===== src/rtl/ikbd_acia_pkg.sv =====
// Shared constants and state types for the IKBD host-side ACIA.
// Status bit positions, control field codes and the receiver/transmitter state enums.
package ikbd_acia_pkg;

    localparam int SR_RDRF = 0;
    localparam int SR_TDRE = 1;
    localparam int SR_FE   = 4;
    localparam int SR_OVRN = 5;
    localparam int SR_IRQ  = 7;

    localparam int CR_RIE = 7;
    localparam logic [1:0] CR_MR  = 2'b11;
    localparam logic [1:0] CR_TIE = 2'b01;

    typedef enum logic [1:0] {
        RX_IDLE,
        RX_START,
        RX_DATA,
        RX_STOP
    } rx_state_t;

    typedef enum logic {
        TX_IDLE,
        TX_SHIFT
    } tx_state_t;

endpackage


===== src/rtl/ikbd_acia_rx.sv =====
// Serial receiver: 2-flop synchroniser, start/data/stop state machine, LSB-first shifter.
// Emits a one-clock done pulse with the byte and the sampled stop bit.
module ikbd_acia_rx
    import ikbd_acia_pkg::*;
#(
    parameter int CLK_DIV = 256
)
(
    input  logic       clk,
    input  logic       mcu_rst,
    input  logic       enable_i,
    input  logic       rxd_i,
    output logic       done_o,
    output logic [7:0] data_o,
    output logic       stop_o
);

    localparam int CW = $clog2(CLK_DIV);
    localparam logic [CW-1:0] CNT_LAST = CW'(CLK_DIV - 1);
    localparam logic [CW-1:0] CNT_HALF = CW'(CLK_DIV / 2 - 1);

    logic          sync1_q;
    logic          sync2_q;
    logic          prev_q;
    rx_state_t     rxState_q;
    logic [CW-1:0] cnt_q;
    logic [2:0]    bitCnt_q;
    logic [7:0]    shift_q;
    logic          done_q;
    logic          stop_q;

    // prev_q lets IDLE spot a falling edge on the synchronised line
    always_ff @(posedge clk or posedge mcu_rst) begin
        if (mcu_rst) begin
            sync1_q <= 1'b1;
            sync2_q <= 1'b1;
            prev_q  <= 1'b1;
        end else begin
            sync1_q <= rxd_i;
            sync2_q <= sync1_q;
            prev_q  <= sync2_q;
        end
    end

    always_ff @(posedge clk or posedge mcu_rst) begin
        if (mcu_rst) begin
            rxState_q <= RX_IDLE;
            cnt_q     <= '0;
            bitCnt_q  <= '0;
            shift_q   <= '0;
            done_q    <= 1'b0;
            stop_q    <= 1'b0;
        end else if (!enable_i) begin
            rxState_q <= RX_IDLE;
            cnt_q     <= '0;
            bitCnt_q  <= '0;
            done_q    <= 1'b0;
        end else begin
            done_q <= 1'b0;
            case (rxState_q)
                RX_IDLE: begin
                    cnt_q    <= '0;
                    bitCnt_q <= '0;
                    if (prev_q && !sync2_q) begin
                        rxState_q <= RX_START;
                    end
                end
                RX_START: begin
                    if (cnt_q == CNT_HALF) begin
                        cnt_q     <= '0;
                        rxState_q <= sync2_q ? RX_IDLE : RX_DATA;
                    end else begin
                        cnt_q <= cnt_q + 1'b1;
                    end
                end
                RX_DATA: begin
                    if (cnt_q == CNT_LAST) begin
                        cnt_q    <= '0;
                        shift_q  <= {sync2_q, shift_q[7:1]};
                        bitCnt_q <= bitCnt_q + 1'b1;
                        if (bitCnt_q == 3'd7) begin
                            rxState_q <= RX_STOP;
                        end
                    end else begin
                        cnt_q <= cnt_q + 1'b1;
                    end
                end
                RX_STOP: begin
                    if (cnt_q == CNT_LAST) begin
                        cnt_q     <= '0;
                        done_q    <= 1'b1;
                        stop_q    <= sync2_q;
                        rxState_q <= RX_IDLE;
                    end else begin
                        cnt_q <= cnt_q + 1'b1;
                    end
                end
                default: rxState_q <= RX_IDLE;
            endcase
        end
    end

    assign done_o = done_q;
    assign data_o = shift_q;
    assign stop_o = stop_q;

endmodule


===== src/rtl/ikbd_host_acia.sv =====
// Host-side 6850-style ACIA for the IKBD link: register file, transmitter, receiver instance.
// Fixed 8N1 framing at CLK_DIV clocks per bit.
module ikbd_host_acia
    import ikbd_acia_pkg::*;
#(
    parameter int CLK_DIV = 256
)
(
    input  logic       clk,
    input  logic       mcu_rst,
    input  logic       cs,
    input  logic       rw,
    input  logic       rs,
    input  logic [7:0] din,
    output logic [7:0] dout,
    output logic       irq,
    input  logic       rxd,
    output logic       txd
);

    localparam int CW = $clog2(CLK_DIV);
    localparam logic [CW-1:0] CNT_LAST = CW'(CLK_DIV - 1);

    logic [7:0] cr_q, cr_d;
    logic [7:0] tdr_q, tdr_d;
    logic [7:0] rdr_q, rdr_d;
    logic       tdre_q, tdre_d;
    logic       rdrf_q, rdrf_d;
    logic       ovrn_q, ovrn_d;
    logic       fe_q, fe_d;

    tx_state_t     txState_q;
    logic [CW-1:0] txCnt_q;
    logic [3:0]    txBit_q;
    logic [8:0]    txShift_q;
    logic          txd_q;

    logic       masterReset;
    logic       wrCtrl;
    logic       wrData;
    logic       rdData;
    logic       txLoad;
    logic       rxDone;
    logic [7:0] rxData;
    logic       rxStop;
    logic [7:0] status;
    logic       unusedCrBits;

    assign masterReset  = (cr_q[1:0] == CR_MR);
    assign wrCtrl       = cs & ~rw & ~rs;
    assign wrData       = cs & ~rw & rs;
    assign rdData       = cs & rw & rs;
    assign unusedCrBits = ^cr_q[4:2];

    // A queued byte loads either from idle or on the edge that ends the stop bit
    assign txLoad = !masterReset && !tdre_q &&
                    ((txState_q == TX_IDLE) ||
                     (txCnt_q == CNT_LAST && txBit_q == 4'd9));

    ikbd_acia_rx #(.CLK_DIV(CLK_DIV)) u_rx (
        .clk      (clk),
        .mcu_rst  (mcu_rst),
        .enable_i (!masterReset),
        .rxd_i    (rxd),
        .done_o   (rxDone),
        .data_o   (rxData),
        .stop_o   (rxStop)
    );

    always_comb begin
        cr_d   = cr_q;
        tdr_d  = tdr_q;
        rdr_d  = rdr_q;
        tdre_d = tdre_q;
        rdrf_d = rdrf_q;
        ovrn_d = ovrn_q;
        fe_d   = fe_q;
        if (wrCtrl) begin
            cr_d = din;
        end
        if (txLoad) begin
            tdre_d = 1'b1;
        end
        if (wrData && !masterReset) begin
            tdr_d  = din;
            tdre_d = 1'b0;
        end
        if (rdData) begin
            rdrf_d = 1'b0;
            ovrn_d = 1'b0;
            fe_d   = 1'b0;
        end
        // A completion landing on the same edge as an RDR read takes precedence
        if (rxDone) begin
            if (!rdrf_q || rdData) begin
                rdr_d  = rxData;
                rdrf_d = 1'b1;
                fe_d   = ~rxStop;
                ovrn_d = ovrn_q;
            end else begin
                ovrn_d = 1'b1;
            end
        end
        if (masterReset) begin
            rdrf_d = 1'b0;
            ovrn_d = 1'b0;
            fe_d   = 1'b0;
            tdre_d = 1'b1;
        end
    end

    always_ff @(posedge clk or posedge mcu_rst) begin
        if (mcu_rst) begin
            cr_q   <= 8'h00;
            tdr_q  <= 8'h00;
            rdr_q  <= 8'h00;
            tdre_q <= 1'b1;
            rdrf_q <= 1'b0;
            ovrn_q <= 1'b0;
            fe_q   <= 1'b0;
        end else begin
            cr_q   <= cr_d;
            tdr_q  <= tdr_d;
            rdr_q  <= rdr_d;
            tdre_q <= tdre_d;
            rdrf_q <= rdrf_d;
            ovrn_q <= ovrn_d;
            fe_q   <= fe_d;
        end
    end

    always_ff @(posedge clk or posedge mcu_rst) begin
        if (mcu_rst) begin
            txState_q <= TX_IDLE;
            txCnt_q   <= '0;
            txBit_q   <= '0;
            txShift_q <= 9'h1FF;
            txd_q     <= 1'b1;
        end else if (masterReset) begin
            txState_q <= TX_IDLE;
            txCnt_q   <= '0;
            txBit_q   <= '0;
            txShift_q <= 9'h1FF;
            txd_q     <= 1'b1;
        end else if (txLoad) begin
            txState_q <= TX_SHIFT;
            txCnt_q   <= '0;
            txBit_q   <= '0;
            txShift_q <= {1'b1, tdr_q};
            txd_q     <= 1'b0;
        end else if (txState_q == TX_SHIFT) begin
            if (txCnt_q == CNT_LAST) begin
                txCnt_q <= '0;
                if (txBit_q == 4'd9) begin
                    txState_q <= TX_IDLE;
                    txd_q     <= 1'b1;
                end else begin
                    txd_q     <= txShift_q[0];
                    txShift_q <= {1'b1, txShift_q[8:1]};
                    txBit_q   <= txBit_q + 1'b1;
                end
            end else begin
                txCnt_q <= txCnt_q + 1'b1;
            end
        end
    end

    always_comb begin
        irq = (cr_q[CR_RIE] & (rdrf_q | ovrn_q)) |
              ((cr_q[6:5] == CR_TIE) & tdre_q);
        status          = 8'h00;
        status[SR_IRQ]  = irq;
        status[SR_OVRN] = ovrn_q;
        status[SR_FE]   = fe_q;
        status[SR_TDRE] = tdre_q;
        status[SR_RDRF] = rdrf_q;
        dout = rs ? rdr_q : status;
    end

    assign txd = txd_q;

endmodule

===== config.mk =====
export PLATFORM = sky130hd
export DESIGN_NAME = ikbd_host_acia
export DESIGN_NICKNAME = d
export VERILOG_FILES = /design/src/rtl/ikbd_acia_pkg.sv /design/src/rtl/ikbd_acia_rx.sv /design/src/rtl/ikbd_host_acia.sv
export SDC_FILE = /design/constraint.sdc
export NUM_CORES = 1
export LEC_CHECK = 0
export CORE_MARGIN = 2
export CORE_UTILIZATION = 45
export CTS_CLUSTER_DIAMETER = 30
export DETAILED_ROUTE_END_ITERATION = 6
export PLACE_DENSITY = 0.76
export SKIP_LAST_GASP = 1
export SYNTH_ARGS = -nofsm -noshare
export SYNTH_HDL_FRONTEND = slang
export SYNTH_SLANG_ARGS = --single-unit

===== constraint.sdc =====
create_clock -name clk -period 4.1 [get_ports clk]
set_clock_uncertainty 0.2 [all_clocks]
set_input_delay 0.82 -clock clk [delete_from_list [all_inputs] [get_ports clk]]
set_output_delay 0.82 -clock clk [all_outputs]
set_load 0.005 [all_outputs]

### After elaboration in Yosys (flattened, before gate mapping)

Index checks and enable logic that the tools add are counted.

| operators by class | value |
|---|---|
| add/subtract/negate cells | 4 |
| eq/ne operators | 17 |
| multiplexer cells | 58 |
| bitwise logic cells | 14 |
| reductions and logical operators | 26 |

Operators with widths:

| cell | number |
|---|---|
| $mux 8 | 8 |
| $mux 9 | 5 |
| $mux 1 | 28 |
| $pmux 8 s3 | 1 |
| $mux 4 | 5 |
| $add 8x1->8 const B | 2 |
| $eq 8x8->1 const B | 2 |
| $ne 3x2->1 const B | 5 |
| $reduce_bool 3->1 | 5 |
| $mux 2 | 7 |
| $reduce_and 3->1 | 3 |
| $eq 8x7->1 const B | 1 |
| $pmux 2 s4 | 1 |
| $reduce_and 2->1 | 4 |
| $and 1x1->1 | 7 |
| $eq 2x2->1 const B | 3 |
| $mux 3 | 2 |
| $ne 3x3->1 const B | 2 |
| $pmux 3 s2 | 1 |
| $logic_and 1x1->1 | 5 |
| $not 1->1 | 5 |
| $reduce_and 5->1 | 1 |
| $add 4x1->4 const B | 1 |
| $eq 2x1->1 const B | 2 |
| other kinds (8) | 13 |

| storage, ports and cells | value |
|---|---|
| flip-flop bits (word level) | 77 |
| input port bits | 14 |
| output and inout bits | 10 |
| logic and storage cells | 140 |

### Longest topological paths before layout

Gate-level depths: netlist of the first run.

| depth | value |
|---|---|
| depth in word-level cells | 7 |
| depth in mapped cells | 7 |
| mapped depth without buffers | 6 |

### Modules after synthesis

From an unflattened synthesis of the first run, not the netlist that was laid out.

| second synthesis, totals | value |
|---|---|
| cell total of the unflattened synthesis | 303 |
| area total of the unflattened synthesis | 3,537.1 sq um |

Modules (own cells, without submodules):

| module | instances | cells an instance | area each (sq um) | seq. area each (sq um) |
|---|---|---|---|---|
| ikbd_host_acia | 1 | 199 | 2,323.5 | 1,188.6 |
| ikbd_acia_rx | 1 | 104 | 1,213.7 | 654.4 |

### Worst setup path before layout of the first run

OpenSTA, ideal clock, no wires.

| path | value |
|---|---|
| path kind | in2out |
| from | in rs |
| to | out dout[0] |
| arrival time | 1.443 ns |
| data required time | 3.080 ns |
| slack | 1.637 ns |
| cell stages on the path | 2 |
| cell sequence | clkbuf_1 > mux2_2 |

| between the ends | value |
|---|---|
| longest elaborated chain between the ends | 1 |

Ends and longest elaborated chain:

| element | RTL line | source |
|---|---|---|
| start: declaration | ikbd_host_acia.sv:13 | `input logic rs,` |
| $mux 8 | ikbd_host_acia.sv:177 | `dout = rs ? rdr_q : status;` |
| end: declaration | ikbd_host_acia.sv:15 | `output logic [7:0] dout,` |

No other way between the ends.

### Worst setup path in the final report of the first run

| path | value |
|---|---|
| from | in rs |
| to | out dout[5] |

Same word-level chain as after synthesis.

==> results.py, run 1 <==
metrics = {
    "run_status": {
        "status": "finished clean",
    },
    "logic_synthesis": {
        "syn_avg_cell_area_um2": 11.75,
        "synth-seq-area-share": 0.5280,
        "syn_nets": 317,
        "synth_top_area_cell": "dfrtp_1",
        "synth_seq_cells": 73,
        "ys.flop_type": "dfrtp_1",
        "synth_cell_types": 58,
        "syn_inst": 297,
        "synth-edff-count": 0,
        "synth_area_um2": 3491,
        "ys.warnings.count": 0,
        "synth.top_cell.area_share": 0.4301,
        "synth_most_common_cell": "dfrtp_1",
        "postSynth.asyncResetShare": 1.000,
        "synthTopCellsByArea": "dfrtp_1, mux2_2, dfstp_2",
        "synth_commonest_cells": "dfrtp_1, mux2_2, nor2_1, nand2_1, dfstp_2",
    },
    "detailed_routing": {
        "via_count": 2351,
        "drt-met1-wl_um": 3004,
        "route.met2.wl_um": 3141,
        "drtAntennaViolNets": 0,
        "highest_layer": "met4",
        "route.detailed.wl_per_inst_um": 15.08,
        "drc": 0,
        "viasPerCell": 5.493,
        "met3_length_um": 196,
        "first_iter_violations": 126,
        "firstDrtPassIters": 4,
        "drt-total-wl_um": 6453,
    },
    "setup_path": {
        "endpoint_kind": "output port",
        "critPathSlowestCell": "clkdlybuf4s50_1",
        "critPathKind": "primary input to output port",
        "crit_arrival_ns": 2.40,
        "critPathMaxStageDelay_ns": 0.74,
        "worstPathCellList": "clkdlybuf4s50_1, mux2_2, clkdlybuf4s50_1",
        "crit_required_ns": 3.08,
        "start_kind": "primary input",
        "cp_common_cell": "clkdlybuf4s50_1",
        "critPathMaxFanout": 12,
    },
    "pwr": {
        "power.density_nw_per_um2": 506.3,
        "power.leakage_uw": 0.001737,
        "ir_drop_v": 0.0002721,
    },
    "global_route": {
        "grt_start_max_net_pins": 28,
        "grt_pass1_wl_um": 11240,
        "antenna_found_initial": 0,
        "overflow": 0,
        "track_usage": 0.1671,
        "grt_pass1_vias": 2374,
    },
    "run": {
        "maxCapViolCount": 0,
    },
    "sta": {
        "setup_tns_ns": 0,
        "worst_slew_pin_slew_ns": 1.023,
        "grt_setup_unrepaired": "no",
        "setup_viol": 0,
        "fin_ws_ns": 0.6807,
        "finalCritPeriodShare": 0.8340,
        "maxSlewHeadroom": 0.3140,
        "fmax_mhz": 292.5,
        "finalMaxSlewViolations": 0,
        "fin_crit_ns": 3.419,
        "hold-worst-slack_ns": 0.1561,
        "hold_viol": 0,
    },
    "clocking": {
        "postCtsHoldBufs": 0,
        "clock_path_buffers": 2,
        "cts_setup_buffers": 0,
        "clk-insertion-delay-late_ns": 0.35,
        "cts_buffers": 9,
        "cts.sinks": 73,
        "h-tree-depth": 3,
        "cts_root_buf": "clkbuf_8",
        "clkTransAtPathRegs_ns": 0.07,
        "tritoncts": "built",
        "ctsResizeCount": 0,
    },
    "place": {
        "hpwlAfterDp_um": 4354,
        "gp_congestion": 0.8325,
        "pre_cts_slack_ns": 0.6623,
        "numPortBuffers": 23,
    },
    "floorplan": {
        "placementRows": 32,
        "die-width_um": 92.08,
        "dieArea_um2": 8478,
        "io_pins": 24,
        "start_util": 0.4589,
        "core-area_um2": 7607,
        "fp.dieH_um": 92.08,
    },
    "final_layout": {
        "final_core_util": 0.5304,
        "nets": 341,
        "antennaDiodeCount": 0,
        "syn_to_final_growth_pct": 15.59,
        "drive_above_1_share": 0.2638,
    },
    "hold_path": {
        "hp-class": "flip-flop to flip-flop",
    },
}
-- final cells by class --
class	count	area, um2
fill	656	3572
inverter	7	26.28
multi-input combinational	204	1558
clock inverter	6	90.09
clock buffer	10	137.6
tap	102	127.6
sequential	73	1843
timing repair buffer	26	252.7
-- layer usage --
metal,up-vias,global-route usage
met5,-,0
met1,1166,0.2229
met4,0,0.06343
met2,38,0.2598
met3,13,0.04766
li1,1134,-
-- through the flow --
| step | power, uW | std cells | area (um2) |
|---|---|---|---|
| floorplan | 1310 | 297 | 3491 |
| global placement | 1400 | 412 | 3807 |
| detailed placement | 1421 | 412 | 3807 |
| CTS | 2054 | 428 | 4035 |
| global route | 2158 | 428 | 4035 |
| finish | 2043 | 428 | 4035 |
-- kinds of logic after synthesis --
| family | count (synthesis) | share of synthesized area |
|---|---|---|
| simple gates | 85 | 0.1344 |
| flops | 73 | 0.5280 |
| compound gates | 58 | 0.1172 |
| mux | 45 | 0.1466 |
| buf+inv | 20 | 0.02724 |
| xor+xnor | 10 | 0.02509 |
| fa+ha+maj | 6 | 0.02150 |
-- report_power, final --
| group | total, uW | internal (uW) | switching, uW |
|---|---|---|---|
| clock network | 631 | 361 | 270 |
| registers | 959 | 846 | 113 |
| logic | 453 | 221 | 232 |
-- critical path: cells and delay by family --
kind	cells	cell delay, ns
muxes	1	0.39
buffers and inverters	2	1.18
-- cell usage in the layout, fill, tap and decap left out, types with 7 or more instances in the layout --
cell	n
clkbuf_8	10
dfrtp_1	60
and2_1	8
mux2_2	40
clkdlybuf4s50_1	23
a21oi_1	12
xor2_1	7
nor2_1	22
nand2_1	16
dfstp_2	13
o21ai_0	10
-- flip-flops by register name (all words and copies together), names as in the netlist, 2 cells and up --
signal          cells
tdr_q               8
u_rx.bitCnt_q       3
u_rx.data_o         8
txBit_q             4
cr_q                5
rdr_q               8
txCnt_q             8
u_rx.rxState_q      2
txShift_q           8
u_rx.cnt_q          8
-- final timing paths --
path | end | startpoint | cells after the start | slack [ns]
min in group asynchronous | u_rx.data_o[5]$_DFFE_PP0P_ | mcu_rst | 2 | 0.63
worst max register to register | txShift_q[5]$_DFFE_PP1P_ | txCnt_q[0]$_DFFE_PP0P_ | 5 | 1.69
worst max-delay path | dout[5] | rs | 3 | 0.68
worst min register to register | u_rx.sync2_q$_DFF_PP1_ | u_rx.sync1_q$_DFF_PP1_ | 0 | 0.16
worst min-delay path | u_rx.sync2_q$_DFF_PP1_ | u_rx.sync1_q$_DFF_PP1_ | 0 | 0.16
max in group asynchronous | txShift_q[7]$_DFFE_PP1P_ | mcu_rst | 3 | 2.27
No activity file was read; power rests on OpenSTA's default activity.
==> inputs of run 2 (changes only) <==
--- a/config.mk
+++ b/config.mk
@@ -9,7 +9,7 @@
 export CORE_UTILIZATION = 45
 export CTS_CLUSTER_DIAMETER = 30
 export DETAILED_ROUTE_END_ITERATION = 6
-export PLACE_DENSITY = 0.76
+export PLACE_DENSITY = 0.78
 export SKIP_LAST_GASP = 1
 export SYNTH_ARGS = -nofsm -noshare
 export SYNTH_HDL_FRONTEND = slang
==> constraint.sdc (replaced) <==
create_clock -name clk -period 2.8 [get_ports clk]
set_clock_uncertainty 0.2 [all_clocks]
set_input_delay 0.56 -clock clk [delete_from_list [all_inputs] [get_ports clk]]
set_output_delay 0.56 -clock clk [all_outputs]
set_load 0.005 [all_outputs]
==> results.py, run 2 (synthesis results as in run 1) <==
metrics = {
    "floorplan": {
        "core-area_um2": 7607,
        "placementRows": 32,
        "fp.dieH_um": 92.08,
        "die-width_um": 92.08,
        "dieArea_um2": 8478,
        "start_util": 0.4589,
        "io_pins": 24,
    },
    "setup_path": {
        "start_kind": "primary input",
        "endpoint_kind": "output port",
        "rrSetupSlack_ns": 0.49,
        "worstReg2RegStart": "txCnt_q[0]$_DFFE_PP0P_",
        "worst-r2r-cell-count": 6,
        "crit_arrival_ns": 1.99,
        "critPathMaxStageDelay_ns": 0.48,
        "critPathSlowestCell": "clkdlybuf4s50_1",
        "rr_endpoint": "txShift_q[3]$_DFFE_PP1P_",
        "cp_common_cell": "clkdlybuf4s50_1",
        "worstPathCellList": "clkdlybuf4s50_1, buf_6, mux2_2, clkdlybuf4s50_1",
        "crit_required_ns": 2.04,
        "critPathMaxFanout": 12,
        "critPathKind": "primary input to output port",
        "startpoint": "rs",
    },
    "sta": {
        "maxSlewHeadroom": 0.6449,
        "fin_crit_ns": 2.755,
        "worst_slew_pin_slew_ns": 0.5296,
        "grt_setup_unrepaired": "no",
        "hold_viol": 0,
        "finalCritPeriodShare": 0.9838,
        "finalMaxSlewViolations": 0,
        "fmax_mhz": 363.0,
        "setup_tns_ns": 0,
        "setup_viol": 0,
    },
    "global_route": {
        "grtUsageMet3": 0.04519,
        "grt_pass1_wl_um": 11360,
        "grt_start_max_net_pins": 55,
        "grt_pass1_vias": 2459,
        "grtUsageMet1": 0.2258,
        "overflow": 0,
        "use_met2": 0.2616,
        "antenna_found_initial": 0,
        "track_usage": 0.1659,
        "busiest_layer": "met2",
    },
    "pwr": {
        "power.total_uw": 2997,
        "ir_drop_v": 0.0003434,
        "power.density_nw_per_um2": 734.5,
        "power.leakage_uw": 0.001769,
    },
    "place": {
        "place_inst": 417,
        "gp_congestion": 0.8146,
        "hpwlAfterDp_um": 4439,
        "numPortBuffers": 23,
    },
    "hold_path": {
        "hp-start": "u_rx.sync1_q$_DFF_PP1_",
        "hold_path_depth": 0,
        "whs_endpoint": "u_rx.sync2_q$_DFF_PP1_",
        "hp-class": "flip-flop to flip-flop",
    },
    "clocking": {
        "cts_root_buf": "clkbuf_8",
        "cts.sinks": 73,
        "clkTransAtPathRegs_ns": 0.08,
        "cts_setup_buffers": 0,
        "postCtsHoldBufs": 0,
        "clk-insertion-delay-late_ns": 0.34,
        "cts_buffers": 9,
        "clock_path_buffers": 2,
        "h-tree-depth": 3,
        "tritoncts": "built",
    },
    "detailed_routing": {
        "via_count": 2391,
        "viasPerCell": 5.522,
        "first_iter_violations": 147,
        "drtAntennaViolNets": 0,
        "drt-total-wl_um": 6509,
        "firstDrtPassIters": 4,
        "drc": 0,
        "route.detailed.wl_per_inst_um": 15.03,
    },
    "run_status": {
        "status": "finished clean",
    },
    "final_layout": {
        "drive_above_1_share": 0.2719,
        "mostFrequentLayoutCells": "dfrtp_1, mux2_2, clkdlybuf4s50_1",
        "final_common_cell": "dfrtp_1",
        "nFillCells": 663,
        "nets": 346,
        "antennaDiodeCount": 0,
        "finalNonFillerCells": 433,
        "syn_to_final_growth_pct": 16.88,
    },
    "run": {
        "maxCapViolCount": 0,
    },
}
run 2: cell count changes in the layout (fill, tap and decap cells not counted):
cell and change:
clkinvlp_4 -1, o31ai_2 -1, clkbuf_8 -1, buf_6 +1, buf_4 +3, buf_12 +1
o31ai_1 +1, inv_6 +2
run 2: power by group:
group,switching [uW],leakage [uW],total [uW],internal [uW]
logic,331,0.000716,669,338
registers,163,0.000938,1400,1240
clock network,414,0.000115,925,511
run 2: per-stage QoR:
step | worst slack [ns] | utilization | hold WS [ns] | cell area, um2
2_1_floorplan | 0.2082 | - | 0.1452 | 3491
6_report | 0.04535 | 0.5363 | 0.1611 | 4080
5_1_grt | 0.007280 | 0.5363 | 0.1692 | 4080
3_3_place_gp | 0.06432 | 0.5064 | 0.1466 | 3852
4_1_cts | 0.01993 | 0.5359 | 0.1635 | 4076
3_5_place_dp | 0.02648 | 0.5064 | 0.1516 | 3852
run 2: how the worst max path moves through the flow:
| stage | end | slack, ns | cells past startpoint |
|---|---|---|---|
| 2_1_floorplan | cr_q[0]$_DFFE_PP0P_ | 0.21 | 1 |
| 3_3_place_gp | dout[7] | 0.06 | 4 |
| 5_1_grt | dout[5] | 0.007 | 4 |
| 3_5_place_dp | dout[5] | 0.03 | 4 |
| 4_1_cts | dout[5] | 0.02 | 4 |
| 6_report | dout[5] | 0.05 | 4 |
run 2: final cells by class:
type	instances	area [um2]	share of cell area
inverter	7	26.28	0.006440
tap	102	127.6	0.03128
clock inverter	7	100.1	0.02453
sequential	73	1843	0.4517
multi-input combinational	204	1553	0.3806
timing repair buffer	31	306.5	0.07513
clock buffer	9	123.9	0.03036
run 2: per-layer routing:
layer	vias to the layer above	routed length, um	share of wire
li1	1146	-	-
met1	1172	3044	0.47
met2	62	3121	0.48
met3	11	266	0.041
met4	0	76	0.012
met5	-	0	0
run 2: worst max-delay path: cells and delay by family:
kind	cells	cell delay (ns)
buf+inv	3	1.08
mux	1	0.35
run 2: repair_timing:
action | in CTS | in global routing
endpoints found under the hold margin | 0 | 0
resized for setup | 0 | 1
setup endpoints to repair | 0 | 4
==> inputs of run 3 (changes only) <==
==> constraint.sdc (replaced) <==
create_clock -name clk -period 2.8 [get_ports clk]
set_clock_uncertainty 0.2 [all_clocks]
set_input_delay 0.56 -clock clk [delete_from_list [all_inputs] [get_ports clk]]
set_output_delay 0.56 -clock clk [all_outputs]
set_load 0.1 [all_outputs]
==> results.py, run 3 (synthesis results as in run 1) <==
metrics = {
    "final_layout": {
        "mostFrequentLayoutCells": "dfrtp_1, mux2_2, nor2_1",
        "final_common_cell": "dfrtp_1",
        "antennaDiodeCount": 0,
        "nFillCells": 654,
        "register_area_um2": 1843,
        "nets": 347,
        "multi_input_area_um2": 1556,
        "drive_above_1_share": 0.3072,
        "syn_to_final_growth_pct": 18.75,
    },
    "global_route": {
        "grt_pass1_vias": 2449,
        "grt_start_max_net_pins": 55,
        "antenna_found_initial": 0,
        "grt_pass1_wl_um": 11610,
        "track_usage": 0.1739,
        "overflow": 0,
    },
    "detailed_routing": {
        "first_iter_violations": 108,
        "via_count": 2404,
        "viasPerCell": 5.539,
        "drtAntennaViolNets": 0,
        "route.detailed.wl_per_inst_um": 15.44,
        "firstDrtPassIters": 5,
        "drc": 0,
        "drt-total-wl_um": 6702,
    },
    "clocking": {
        "cts_root_buf": "clkbuf_8",
        "tritoncts": "built",
        "clkTransAtPathRegs_ns": 0.08,
        "postCtsHoldBufs": 0,
        "clk-insertion-delay-late_ns": 0.36,
        "cts_buffers": 9,
        "clock_path_buffers": 2,
        "h-tree-depth": 3,
        "cts_setup_buffers": 0,
        "ctsResizeCount": 0,
        "cts.sinks": 73,
    },
    "hold_path": {
        "hp-start": "u_rx.sync1_q$_DFF_PP1_",
        "hp-class": "flip-flop to flip-flop",
        "hold_path_depth": 0,
        "whs_endpoint": "u_rx.sync2_q$_DFF_PP1_",
    },
    "pwr": {
        "power_frac_seq": 0.460,
        "p_int_uw": 2008,
        "ir_drop_v": 0.0003435,
        "pwr-share-comb": 0.258,
        "p_clk_frac": 0.282,
        "switchingPower_uw": 1046,
        "power.density_nw_per_um2": 736.6,
        "power.leakage_uw": 0.001800,
        "p_sw_frac": 0.3425,
        "power.total_uw": 3053,
    },
    "place": {
        "numPortBuffers": 23,
        "gp_congestion": 0.8349,
        "hpwlAfterDp_um": 4582,
    },
    "sta": {
        "worst_slew_pin_slew_ns": 0.5336,
        "setup_tns_ns": 0,
        "fin_crit_ns": 2.677,
        "maxSlewHeadroom": 0.6443,
        "hold_viol": 0,
        "finalCritPeriodShare": 0.9562,
        "setup_viol": 0,
        "fmax_mhz": 373.5,
        "finalMaxSlewViolations": 0,
        "grt_setup_unrepaired": "no",
    },
    "floorplan": {
        "core-area_um2": 7607,
        "io_pins": 24,
        "die-width_um": 92.08,
        "placementRows": 32,
        "fp.dieH_um": 92.08,
        "start_util": 0.4589,
        "dieArea_um2": 8478,
    },
    "setup_path": {
        "critPathMaxStageDelay_ns": 0.76,
        "worstReg2RegStart": "txCnt_q[0]$_DFFE_PP0P_",
        "critPathKind": "primary input to output port",
        "crit_required_ns": 2.04,
        "rrSetupSlack_ns": 0.59,
        "worst-r2r-cell-count": 5,
        "endpoint_kind": "output port",
        "rr_endpoint": "txShift_q[6]$_DFFE_PP1P_",
        "critPathMaxFanout": 12,
        "worstPathCellList": "clkdlybuf4s50_1, mux2_2, buf_12",
        "crit_arrival_ns": 1.92,
        "start_kind": "primary input",
        "critPathSlowestCell": "clkdlybuf4s50_1",
    },
    "run_status": {
        "status": "finished clean",
    },
    "run": {
        "maxCapViolCount": 0,
    },
}
==> run 3: metal layers <==
layer	up-vias	GRT usage	routed length [um]
met5	-	0	0
met4	0	0.04478	52
met3	6	0.06574	345
met2	47	0.2665	3181
met1	1202	0.2338	3123
li1	1149	-	-
==> run 3: area by class of cell <==
class | instances | share of cell area
Tap cell | 102 | 0.03079
Timing Repair Buffer | 32 | 0.09297
Clock inverter | 7 | 0.01992
Inverter | 7 | 0.006339
Sequential cell | 73 | 0.4446
Multi-Input combinational cell | 204 | 0.3755
Clock buffer | 9 | 0.02988
==> run 3: power by group through the flow <==
stage	combinational [uW]	sequential, uW	clock, uW
2_1_floorplan	638	1380	0
3_3_place_gp	758	1410	0
3_5_place_dp	785	1420	0
4_1_cts	788	1400	886
5_1_grt	860	1440	927
6_report	788	1400	862
==> run 3: worst max path at each step <==
stage,start,cells after the start,end
after CTS,rs,3,dout[5]
after detailed placement,rs,5,rdr_q[6]$_DFFE_PP0P_
after global placement,rs,3,dout[7]
final,rs,3,dout[5]
after global routing,rs,3,dout[7]
after floorplan,tdre_q$_DFFE_PP1P_,3,dout[7]
==> run 3: per-stage QoR <==
step                      cell area, um2  hold WS, ns    util  worst slack (ns)  std cells
final                               4145       0.1585  0.5449            0.1226        434
after global routing                4145       0.1676  0.5449            0.1024        434
after floorplan                     3495       0.1452       -           0.08953        297
after detailed placement            3939       0.1470  0.5178            0.1154        418
after global placement              3939       0.1461  0.5178            0.1591        418
after CTS                           4145       0.1593  0.5449            0.1343        434
==> run 3: critical path, delay by kind of cell <==
| kind | cells | cell delay (ns) |
|---|---|---|
| buffers and inverters | 2 | 0.93 |
| multiplexers | 1 | 0.42 |
